$ cat src/rtl/adc_pkg.sv
// Shared types and default parameters for the ADC scan sequencer.
package adc_pkg;

  localparam int unsigned DefNumCh         = 4;
  localparam int unsigned DefWidth         = 3;
  localparam int unsigned DefSettleCycles  = 2;
  localparam int unsigned DefTimeoutCycles = 16;

  typedef enum logic [1:0] {
    StIdle,
    StSettle,
    StConvert,
    StDone
  } adc_seq_state_t;

endpackage

$ cat src/rtl/adc_scan_sequencer_if.sv
// Channel request/ack, SAR control and result bus of the scan sequencer.
interface adc_scan_sequencer_if
  import adc_pkg::*;
#(
  parameter int unsigned NUM_CH = DefNumCh,
  parameter int unsigned WIDTH  = DefWidth
);
  localparam int unsigned SelW = (NUM_CH > 1) ? $clog2(NUM_CH) : 1;

  logic              seq_en;
  logic [NUM_CH-1:0] ch_req;
  logic [NUM_CH-1:0] ch_ack;
  logic [SelW-1:0]   ch_sel;
  logic              adc_en;
  logic              eoc_n;
  logic              load_reg;
  logic [WIDTH-1:0]  reg_wdata;
  logic              res_valid;
  logic [SelW-1:0]   res_ch;
  logic [WIDTH-1:0]  res_data;
  logic              res_err;
  logic              busy;

  modport master (
    input  seq_en, ch_req, eoc_n, load_reg, reg_wdata,
    output ch_ack, ch_sel, adc_en, res_valid, res_ch, res_data, res_err, busy
  );

  modport slave (
    output seq_en, ch_req, eoc_n, load_reg, reg_wdata,
    input  ch_ack, ch_sel, adc_en, res_valid, res_ch, res_data, res_err, busy
  );

endinterface

$ cat src/rtl/rr_arbiter.sv
// Round-robin arbiter; the pointer holds the last granted channel.
module rr_arbiter #(
  parameter int unsigned NUM_CH = 4,
  localparam int unsigned IdxW  = (NUM_CH > 1) ? $clog2(NUM_CH) : 1
) (
  input  logic              clk,
  input  logic              rst,
  input  logic [NUM_CH-1:0] req_i,
  input  logic              gnt_en_i,
  output logic [NUM_CH-1:0] gnt_o,
  output logic [IdxW-1:0]   gnt_idx_o
);

  logic [IdxW-1:0] ptr_q, ptr_d;

  // Search starts one past the last grant so every requester is served in turn.
  always_comb begin
    int unsigned c;
    c         = 0;
    gnt_o     = '0;
    gnt_idx_o = '0;
    for (int unsigned i = 1; i <= NUM_CH; i++) begin
      c = (32'(ptr_q) + i) % NUM_CH;
      if (gnt_o == '0 && req_i[c[IdxW-1:0]]) begin
        gnt_o[c[IdxW-1:0]] = 1'b1;
        gnt_idx_o          = c[IdxW-1:0];
      end
    end
  end

  always_comb begin
    ptr_d = ptr_q;
    if (gnt_en_i && (gnt_o != '0)) begin
      ptr_d = gnt_idx_o;
    end
  end

  always_ff @(posedge clk) begin
    if (rst) begin
      ptr_q <= IdxW'(NUM_CH - 1);
    end else begin
      ptr_q <= ptr_d;
    end
  end

endmodule

$ cat src/rtl/adc_scan_sequencer.sv
// Scans requesting channels through one shared SAR converter: settle, convert, report.
module adc_scan_sequencer
  import adc_pkg::*;
#(
  parameter int unsigned NUM_CH         = DefNumCh,
  parameter int unsigned WIDTH          = DefWidth,
  parameter int unsigned SETTLE_CYCLES  = DefSettleCycles,
  parameter int unsigned TIMEOUT_CYCLES = DefTimeoutCycles
) (
  input logic                  clk,
  input logic                  rst,
  adc_scan_sequencer_if.master bus_io
);

  localparam int unsigned SelW   = (NUM_CH > 1) ? $clog2(NUM_CH) : 1;
  localparam int unsigned CntMax = (TIMEOUT_CYCLES > SETTLE_CYCLES) ? TIMEOUT_CYCLES
                                                                    : SETTLE_CYCLES;
  localparam int unsigned CntW   = $clog2(CntMax + 1);

  adc_seq_state_t    state_q, state_d;
  logic [CntW-1:0]   cnt_q, cnt_d;
  logic [WIDTH-1:0]  buf_q, buf_d;
  logic [SelW-1:0]   ch_sel_q, ch_sel_d;
  logic [NUM_CH-1:0] ch_ack_q, ch_ack_d;
  logic              adc_en_q, adc_en_d;
  logic              res_valid_q, res_valid_d;
  logic [SelW-1:0]   res_ch_q, res_ch_d;
  logic [WIDTH-1:0]  res_data_q, res_data_d;
  logic              res_err_q, res_err_d;
  logic              busy_q, busy_d;

  logic [NUM_CH-1:0] gnt;
  logic [SelW-1:0]   gnt_idx;
  logic              gnt_en, grant, settle_last, conv_timeout;

  assign gnt_en       = (state_q == StIdle) && bus_io.seq_en;
  assign grant        = gnt_en && (gnt != '0);
  assign settle_last  = (cnt_q == CntW'(SETTLE_CYCLES - 1));
  assign conv_timeout = (cnt_q == CntW'(TIMEOUT_CYCLES - 1));

  rr_arbiter #(
    .NUM_CH(NUM_CH)
  ) u_arb (
    .clk      (clk),
    .rst      (rst),
    .req_i    (bus_io.ch_req),
    .gnt_en_i (gnt_en),
    .gnt_o    (gnt),
    .gnt_idx_o(gnt_idx)
  );

  always_comb begin
    state_d = state_q;
    cnt_d   = cnt_q;
    unique case (state_q)
      StIdle: begin
        if (grant) begin
          state_d = StSettle;
          cnt_d   = '0;
        end
      end
      StSettle: begin
        if (settle_last) begin
          state_d = StConvert;
          cnt_d   = '0;
        end else begin
          cnt_d = cnt_q + CntW'(1);
        end
      end
      StConvert: begin
        if (!bus_io.eoc_n || conv_timeout) begin
          state_d = StDone;
          cnt_d   = '0;
        end else begin
          cnt_d = cnt_q + CntW'(1);
        end
      end
      StDone:  state_d = StIdle;
      default: state_d = StIdle;
    endcase
  end

  // Outputs are computed one cycle ahead so every port comes straight from a flop.
  always_comb begin
    ch_sel_d    = ch_sel_q;
    buf_d       = buf_q;
    res_ch_d    = res_ch_q;
    res_data_d  = res_data_q;
    res_err_d   = res_err_q;
    res_valid_d = 1'b0;
    ch_ack_d    = '0;
    adc_en_d    = (state_d == StConvert);
    busy_d      = (state_d != StIdle);
    unique case (state_q)
      StIdle: begin
        if (grant) begin
          ch_sel_d = gnt_idx;
          buf_d    = '0;
        end
      end
      StConvert: begin
        if (bus_io.load_reg) begin
          buf_d = bus_io.reg_wdata;
        end
        if (state_d == StDone) begin
          res_valid_d = 1'b1;
          res_ch_d    = ch_sel_q;
          ch_ack_d    = NUM_CH'(1) << ch_sel_q;
          res_err_d   = bus_io.eoc_n;
          // A same-cycle load wins over the buffered value; a timeout reports zero.
          res_data_d  = bus_io.eoc_n ? '0 : (bus_io.load_reg ? bus_io.reg_wdata : buf_q);
        end
      end
      default: ;
    endcase
  end

  always_ff @(posedge clk) begin
    if (rst) begin
      state_q     <= StIdle;
      cnt_q       <= '0;
      buf_q       <= '0;
      ch_sel_q    <= '0;
      ch_ack_q    <= '0;
      adc_en_q    <= 1'b0;
      res_valid_q <= 1'b0;
      res_ch_q    <= '0;
      res_data_q  <= '0;
      res_err_q   <= 1'b0;
      busy_q      <= 1'b0;
    end else begin
      state_q     <= state_d;
      cnt_q       <= cnt_d;
      buf_q       <= buf_d;
      ch_sel_q    <= ch_sel_d;
      ch_ack_q    <= ch_ack_d;
      adc_en_q    <= adc_en_d;
      res_valid_q <= res_valid_d;
      res_ch_q    <= res_ch_d;
      res_data_q  <= res_data_d;
      res_err_q   <= res_err_d;
      busy_q      <= busy_d;
    end
  end

  assign bus_io.ch_sel    = ch_sel_q;
  assign bus_io.ch_ack    = ch_ack_q;
  assign bus_io.adc_en    = adc_en_q;
  assign bus_io.res_valid = res_valid_q;
  assign bus_io.res_ch    = res_ch_q;
  assign bus_io.res_data  = res_data_q;
  assign bus_io.res_err   = res_err_q;
  assign bus_io.busy      = busy_q;

endmodule

$ cat src/flat_wrapper.sv
// flat-port wrapper written by rule: the top's interface ports become plain ports
module adc_scan_sequencer_flat import adc_pkg::*;
#(
  parameter int unsigned NUM_CH         = DefNumCh,
  parameter int unsigned WIDTH          = DefWidth,
  parameter int unsigned SETTLE_CYCLES  = DefSettleCycles,
  parameter int unsigned TIMEOUT_CYCLES = DefTimeoutCycles
)
  (clk, rst, bus_io_seq_en, bus_io_ch_req, bus_io_eoc_n, bus_io_load_reg, bus_io_reg_wdata, bus_io_ch_ack, bus_io_ch_sel, bus_io_adc_en, bus_io_res_valid, bus_io_res_ch, bus_io_res_data, bus_io_res_err, bus_io_busy);
  adc_scan_sequencer_if #(.NUM_CH(NUM_CH), .WIDTH(WIDTH)) bus_io_i ();
  input logic clk;
  input logic rst;
  input wire logic [$bits(bus_io_i.seq_en)-1:0] bus_io_seq_en;
  input wire logic [$bits(bus_io_i.ch_req)-1:0] bus_io_ch_req;
  input wire logic [$bits(bus_io_i.eoc_n)-1:0] bus_io_eoc_n;
  input wire logic [$bits(bus_io_i.load_reg)-1:0] bus_io_load_reg;
  input wire logic [$bits(bus_io_i.reg_wdata)-1:0] bus_io_reg_wdata;
  output wire logic [$bits(bus_io_i.ch_ack)-1:0] bus_io_ch_ack;
  output wire logic [$bits(bus_io_i.ch_sel)-1:0] bus_io_ch_sel;
  output wire logic [$bits(bus_io_i.adc_en)-1:0] bus_io_adc_en;
  output wire logic [$bits(bus_io_i.res_valid)-1:0] bus_io_res_valid;
  output wire logic [$bits(bus_io_i.res_ch)-1:0] bus_io_res_ch;
  output wire logic [$bits(bus_io_i.res_data)-1:0] bus_io_res_data;
  output wire logic [$bits(bus_io_i.res_err)-1:0] bus_io_res_err;
  output wire logic [$bits(bus_io_i.busy)-1:0] bus_io_busy;
  assign bus_io_i.seq_en = bus_io_seq_en;
  assign bus_io_i.ch_req = bus_io_ch_req;
  assign bus_io_i.eoc_n = bus_io_eoc_n;
  assign bus_io_i.load_reg = bus_io_load_reg;
  assign bus_io_i.reg_wdata = bus_io_reg_wdata;
  assign bus_io_ch_ack = bus_io_i.ch_ack;
  assign bus_io_ch_sel = bus_io_i.ch_sel;
  assign bus_io_adc_en = bus_io_i.adc_en;
  assign bus_io_res_valid = bus_io_i.res_valid;
  assign bus_io_res_ch = bus_io_i.res_ch;
  assign bus_io_res_data = bus_io_i.res_data;
  assign bus_io_res_err = bus_io_i.res_err;
  assign bus_io_busy = bus_io_i.busy;
  adc_scan_sequencer #(.NUM_CH(NUM_CH), .WIDTH(WIDTH), .SETTLE_CYCLES(SETTLE_CYCLES), .TIMEOUT_CYCLES(TIMEOUT_CYCLES)) u_core (.clk(clk), .rst(rst), .bus_io(bus_io_i));
endmodule
$ cat config.mk
export PLATFORM = sky130hd
export DESIGN_NAME = adc_scan_sequencer_flat
export DESIGN_NICKNAME = d
export VERILOG_FILES = /design/src/rtl/adc_pkg.sv /design/src/rtl/adc_scan_sequencer_if.sv /design/src/rtl/rr_arbiter.sv /design/src/rtl/adc_scan_sequencer.sv /design/src/flat_wrapper.sv
export SDC_FILE = /design/constraint.sdc
export NUM_CORES = 1
export LEC_CHECK = 0
export ABC_AREA = 1
export CAP_MARGIN = 20
export CORE_MARGIN = 4
export CORE_UTILIZATION = 56
export CTS_CLUSTER_SIZE = 12
export DETAILED_ROUTE_END_ITERATION = 10
export GPL_TIMING_DRIVEN = 0
export PLACE_DENSITY_LB_ADDON = 0.15
export SLEW_MARGIN = 5
export SYNTH_ARGS = -nofsm -noshare
export SYNTH_HDL_FRONTEND = slang
export SYNTH_SLANG_ARGS = --single-unit
$ cat constraint.sdc
create_clock -name clk -period 5.2 [get_ports clk]
set_input_delay 0.52 -clock clk [delete_from_list [all_inputs] [get_ports clk]]
set_output_delay 0.52 -clock clk [all_outputs]
set_load 0.02 [all_outputs]
# After elaboration in Yosys (flattened, before gate mapping)
# Index checks and enable logic that the tools add are counted.
[totals]
elab_cells = 101
output_inout_bits = 15
reg_bits = 27
in_bits = 12
[classes]
reduce_logical = 25
eq_ne = 8
bitwise_logic = 5
shifts = 1
magnitude_cmp = 8
n_mux = 37
addsub = 5
[op_table]
columns = ["operator", "count"]
rows = [
  ["$mux W4", 4],
  ["$mux W5", 3],
  ["$pmux W5 S3", 1],
  ["$mux W2", 7],
  ["$logic_not A4 Y1", 3],
  ["$lt A2 B3 Y1 const B", 4],
  ["$or A4 B4 Y4", 3],
  ["$logic_and A1 B1 Y1", 9],
  ["$mux W1", 9],
  ["$mux W3", 3],
  ["$bmux W1 S2", 4],
  ["$demux W1 S2", 4],
  ["$eq A2 B2 Y1 const B", 4],
  ["$ge A2 B1 Y1 const B", 4],
  ["$pmux W2 S4", 1],
  ["$reduce_and A2 Y1", 4],
  ["$pmux W3 S2", 1],
  ["$add A5 B1 Y5 const B", 1],
  ["$eq A5 B1 Y1 const B", 1],
  ["$eq A5 B4 Y1 const B", 1],
  ["$add A2 B1 Y2 const B", 2],
  ["$add A2 B2 Y2 const B", 2],
  ["$reduce_bool A2 Y1", 2],
  ["$reduce_bool A4 Y1", 1],
  ["other kinds (10)", 11],
]

# Depth between registers and ports, before layout
[depth]
word_depth = 22
ltp_mapped = 16
depth_no_buf = 16

# Modules after synthesis
# A second synthesis with hierarchy kept.
[unflattened]
hier_cells = 273
area_unflattened_um2 = 1883.1
[modules_own_cells]
columns = ["module", "area_per_inst_um2", "cells_each", "seq_area_each_um2", "instances"]
rows = [
  ["adc_scan_sequencer", 1222.4, 163, 500.5, 1],
  ["rr_arbiter", 660.6, 110, 40.0, 1],
]

# Worst setup path before layout
# OpenSTA, ideal clock, no wires.
[synth_timing]
kind = "flip-flop to flip-flop"
from = "register u_core.u_arb.ptr_q[0]"
to = "register u_core.busy_q (netlist: u_core.bus_io.busy)"
path_stages_with_launch = 16
path_buffers = 0
required_ns = 5.080
setup_time_ns = 0.120
slack_ns = 3.057
arrival_time_ns = 2.023
period_less_slack_ns = 2.143
path_cell_list = "dfxtp_1 > inv_2 > ha_1 > inv_1 > nand3_1 > nand2_2 > nand2_2 > nand2_1 > nor2_2 > o21ai_2 > nand2_4 > nand2_4 > nand2_4 > nand2_4 > clkinv_2 > or2_1"
[synth_between]
elab_chain_cells = 20
elab_cells_between_ends = 50
classes_between = "add/sub (4); order compare (8); mux (22); bitwise (3); reduce/logical (13)"
[synth_lines]
columns = ["item", "line_no", "rtl"]
rows = [
  ["start: declaration", "rr_arbiter.sv:14", "logic [IdxW-1:0] ptr_q, ptr_d;"],
  ["start signal: assignment", "rr_arbiter.sv:40", "ptr_q <= IdxW'(NUM_CH - 1);"],
  ["start signal: assignment", "rr_arbiter.sv:42", "ptr_q <= ptr_d;"],
  ["$add A2 B1 Y2", "rr_arbiter.sv:23", "c = (32'(ptr_q) + i) % NUM_CH;"],
  ["$lt A2 B3 Y1 (not written as such) or $ge A2 B1 Y1 (tied branches)", "rr_arbiter.sv:25", "gnt_o[c[IdxW-1:0]] = 1'b1;"],
  ["$logic_and A1 B1 Y1 (not written as such)", "rr_arbiter.sv:25", ""],
  ["$mux W1 (not written as such)", "rr_arbiter.sv:25", ""],
  ["$demux W1 S2", "rr_arbiter.sv:25", ""],
  ["$mux W4", "rr_arbiter.sv:24", "if (gnt_o == '0 && req_i[c[IdxW-1:0]]) begin"],
  ["$logic_not A4 Y1", "rr_arbiter.sv:24", ""],
  ["$logic_and A1 B1 Y1", "rr_arbiter.sv:24", ""],
  ["[4 not listed]", "--", ""],
  ["$logic_not A4 Y1", "rr_arbiter.sv:24", ""],
  ["$logic_and A1 B1 Y1", "rr_arbiter.sv:24", ""],
  ["$mux W4 *", "rr_arbiter.sv:24", ""],
  ["$reduce_bool A4 Y1 *", "adc_scan_sequencer.sv:37", "assign grant = gnt_en && (gnt != '0);"],
  ["$logic_and A1 B1 Y1 *", "adc_scan_sequencer.sv:37", ""],
  ["$mux W2 *", "adc_scan_sequencer.sv:57", "if (grant) begin"],
  ["$pmux W2 S4 *", "adc_scan_sequencer.sv:55", "unique case (state_q)"],
  ["$reduce_bool A2 Y1 *", "adc_scan_sequencer.sv:93", "busy_d = (state_d != StIdle);"],
  ["end signal: assignment", "adc_scan_sequencer.sv:142", "busy_q <= busy_d;"],
  ["end: declaration", "adc_scan_sequencer.sv:30", "logic busy_q, busy_d;"],
]
# Mark *: on every way between the ends. The rest lies on a longest branch, timed or not. The select of a mux whose other input is x is not followed.
# A chain may end at the register's enable or synchronous reset.

# Worst setup path in the final report
[layout_timing]
from = "register u_core.u_arb.ptr_q[1]"
to = "register u_core.res_err_q (netlist: u_core.bus_io.res_err)"
[layout_between]
elab_chain_cells = 21
elab_cells_between_ends = 51
classes_between = "add/sub (4); order compare (8); eq/ne (1); mux (22); bitwise (3); reduce/logical (13)"
[layout_lines]
columns = ["item", "line_no", "rtl"]
rows = [
  ["$add A2 B1 Y2", "rr_arbiter.sv:23", ""],
  ["$lt A2 B3 Y1 (not written as such) or $ge A2 B1 Y1 (tied branches)", "rr_arbiter.sv:25", ""],
  ["$logic_and A1 B1 Y1 (not written as such)", "rr_arbiter.sv:25", ""],
  ["$mux W1 (not written as such)", "rr_arbiter.sv:25", ""],
  ["$demux W1 S2", "rr_arbiter.sv:25", ""],
  ["$mux W4", "rr_arbiter.sv:24", ""],
  ["$logic_not A4 Y1", "rr_arbiter.sv:24", ""],
  ["$logic_and A1 B1 Y1", "rr_arbiter.sv:24", ""],
  ["[5 not listed]", "--", ""],
  ["$logic_and A1 B1 Y1", "rr_arbiter.sv:24", ""],
  ["$mux W4 *", "rr_arbiter.sv:24", ""],
  ["$reduce_bool A4 Y1 *", "adc_scan_sequencer.sv:37", ""],
  ["$logic_and A1 B1 Y1 *", "adc_scan_sequencer.sv:37", ""],
  ["$mux W2 *", "adc_scan_sequencer.sv:57", ""],
  ["$pmux W2 S4 *", "adc_scan_sequencer.sv:55", ""],
  ["$eq A2 B2 Y1 *", "adc_scan_sequencer.sv:105", "if (state_d == StDone) begin"],
  ["$reduce_and A2 Y1 (no source line) *", "--", ""],
  ["end signal: assignment", "adc_scan_sequencer.sv:141", "res_err_q <= res_err_d;"],
  ["end: declaration", "adc_scan_sequencer.sv:29", "logic res_err_q, res_err_d;"],
]
# Marks and branches as above.

==> flow_summary.json <==
{
  "cp_max_fo": 9,
  "finalWorstSetupSlack_ns": 2.73,
  "dr.pass1.iters": 4,
  "cts_tree": "yes",
  "fill_cells": 250,
  "routedWlPerCell_um": 11.1,
  "slew_viol_final": 0,
  "rsz0062_at_grt": "false",
  "synth_top_cell_area_share_pct": 33.9,
  "ys.warnings.count": 0,
  "startpoint_type": "register",
  "clock-sinks": 27,
  "worstPathArrival_ns": 2.69,
  "maxSlewHeadroom_pct": 76.0,
  "avgSynthCellArea_um2": 7.56,
  "min_path_cells": 2,
  "grt_pass1_vias": 1206,
  "p_leak_nw": 0.896,
  "synth_cell_types": 29,
  "ctsHoldBuffers": 0,
  "cp-end-kind": "register",
  "critical_path_depth": 14,
  "slowest_delay_ns": 0.51,
  "setup_viol": 0,
  "antenna_found_initial": 0,
  "ir_drop_mv": 0.384,
  "start_util_pct": 58.4,
  "grt_pass1_wl_mm": 5.00,
  "dp_cells": 268,
  "dp_slack_ns": 2.75,
  "die_h_um": 61.4,
  "clock_path_buffers": 2,
  "cts_resized": 0,
  "crit_buf_inv": 2,
  "cts_buffers": 3,
  "power_density_nw_per_um2": 487,
  "hold_class": "register to register",
  "core-area_um2": 2730,
  "syn_inst": 211,
  "path_clk_slew_ns": 0.14,
  "final.setup_skew_ns": 0.00124,
  "fin_hold_ws_ns": 0.471,
  "period_needed_ns": 2.47,
  "syn_nets": 237,
  "synth_largest_area_cell": "dfxtp_1",
  "cp_cell_sequence": "inv_1 -> ha_1 -> inv_1 -> nand3_1 -> nand2_2 -> nand2_2 -> nand2_1 -> nor2_2 -> o21ai_2 -> nand2_4 -> a21oi_4 -> nand2_4 -> nand2_1 -> a21oi_1",
  "hold_viol": 0,
  "fmax_ghz": 0.405,
  "synth.cell_area_um2": 1600,
  "htreeDepth": 1,
  "yosysSeqAreaShare_pct": 33.9,
  "max_slew.worst_pin.slew_ns": 0.357,
  "crit_required_ns": 5.42,
  "path_class": "register to register",
  "drive_gt1_share_pct": 12.0,
  "post-dp-hpwl_mm": 2.32,
  "io_pins": 27,
  "gp_congestion": 0.854,
  "dieWidth_um": 61.4,
  "critPathSlowestCell": "dfxtp_1",
  "cts_root_buf": "clkbuf_4",
  "insertion_delay_ns": 0.32,
  "stdcell_count": 272,
  "setup_tns_ns": 0,
  "io_buffers": 26,
  "dr_total_vias": 1387,
  "dieArea_um2": 3770,
  "syn2layout_area_growth_pct": 20.4,
  "reg2reg_depth": 14,
  "drc": 0,
  "ys_seq_elements": 27,
  "post_cts_buffers": 0,
  "diodes": 0,
  "ant_nets": 0,
  "fin_nets": 268,
  "maxCapViolations": 0,
  "path_delay_family": "simple AND/OR/NAND/NOR gates",
  "post-route-period-util_pct": 47.5,
  "synth.area.top_cells": "dfxtp_1 34%, ha_1 11%, nand2_1 9.9%, inv_1 5.6%, nand3_1 5.0%",
  "grt_max_degree": 15,
  "overflow": 0,
  "finalWirelength_mm": 3.03,
  "drt-initial-drc-count": 38,
  "grt_util_all_layers_pct": 17.3,
  "total_power_w": 0.000935,
  "vias_per_cell": 5.10,
  "status": "finished clean",
  "rows": 19
}
==> cell type report <==
class / instances / area, um2 / area share [%]
buffer: 1 / 5.00 / 0.261
clock buffer: 4 / 26.3 / 1.37
inverter: 28 / 106 / 5.54
multi-input combinational: 155 / 943 / 49.1
sequential: 27 / 541 / 28.1
tap: 31 / 38.8 / 2.02
timing repair buffer: 26 / 260 / 13.6
==> worst reg2reg max path, delay by kind of cell (launching register included) <==
| kind | cells | cell delay [ns] |
|---|---|---|
| and+or+nand+nor | 8 | 0.71 |
| DFF | 1 | 0.51 |
| AOI/OAI and AO/OA | 3 | 0.41 |
| adders and majority gates | 1 | 0.38 |
| buffers and inverters | 2 | 0.37 |
==> logic make-up (layout without fill, tap and decap cells) <==
logic type,count (synthesis),count (layout),synth area share [%]
simple gates,103,103,32.8
compound gates,35,35,13.5
buf+inv,29,59,6.98
flops,27,27,33.9
fa+ha+maj,14,14,11.0
mux,3,3,1.88
==> cells in the mapped netlist (all sizes together) <==
| library cell | instances |
|---|---|
| o211ai | 4 |
| o21ai | 15 |
| nand4 | 3 |
| and2 | 1 |
| ha | 14 |
| nand3b | 4 |
| dfxtp | 27 |
| a211oi | 1 |
| mux2i | 3 |
| nand3 | 19 |
| or2 | 3 |
| inv | 26 |
| nor2 | 20 |
| a21oi | 14 |
| clkinv | 2 |
| buf | 1 |
| a31oi | 1 |
| nand2 | 53 |
==> cell usage in the layout (no fill, tap or decap), types with 5 or more instances in the layout <==
master,Yosys,layout
inv_1,24,24
nor2_1,18,18
a21oi_1,13,13
nand2_2,6,6
nand2_4,5,5
ha_1,14,14
nand2_1,42,42
clkdlybuf4s50_1,0,26
nand3_1,16,16
o21ai_0,13,13
dfxtp_1,27,27
==> final timing paths <==
path                                                from                                endpoint  slack (ns)
setup reg to reg      u_core.u_arb.ptr_q[1]$_SDFFE_PP1P_      u_core.bus_io.res_err$_SDFFE_PP0P_        2.73
hold / removal    u_core.bus_io.res_data[0]$_SDFFE_PP0P_  u_core.bus_io.res_data[0]$_SDFFE_PP0P_        0.47
setup / recovery      u_core.u_arb.ptr_q[1]$_SDFFE_PP1P_      u_core.bus_io.res_err$_SDFFE_PP0P_        2.73
hold reg to reg   u_core.bus_io.res_data[0]$_SDFFE_PP0P_  u_core.bus_io.res_data[0]$_SDFFE_PP0P_        0.47
==> state kept, by name, summed over array words and instances, names as in the netlist <==
register,count
u_core.cnt_q,5
u_core.bus_io.ch_ack,4
u_core.buf_q,3
u_core.bus_io.res_data,3
u_core.bus_io.ch_sel,2
u_core.bus_io.res_ch,2
u_core.state_q,2
u_core.u_arb.ptr_q,2
u_core.bus_io.adc_en,1
u_core.bus_io.busy,1
u_core.bus_io.res_err,1
u_core.bus_io.res_valid,1
==> where the power goes <==
part	total (W)	internal, W	switching [W]
clock network	0.0000892	0.0000300	0.0000592
logic	0.000534	0.000203	0.000331
registers	0.000313	0.000256	0.0000569
total	0.000935	0.000489	0.000447
==> metrics by stage <==
| stage | util, % | area, um2 |
|---|---|---|
| after floorplan | - | 1600 |
| after global placement | 69.3 | 1890 |
| after detailed placement | 69.3 | 1890 |
| after CTS | 70.3 | 1920 |
| after global routing | 70.3 | 1920 |
| final | 70.3 | 1920 |
==> per-layer routing <==
layer  GRT usage [%]  part of all wire, %  vias to the layer above
li1                -                    -                      751
met1            22.3                   49                      600
met2            30.2                   45                       34
met3            2.52                  5.3                        2
met4            4.55                 0.43                        0
met5               0                    0                        -
(Power assumes the default switching activity.)
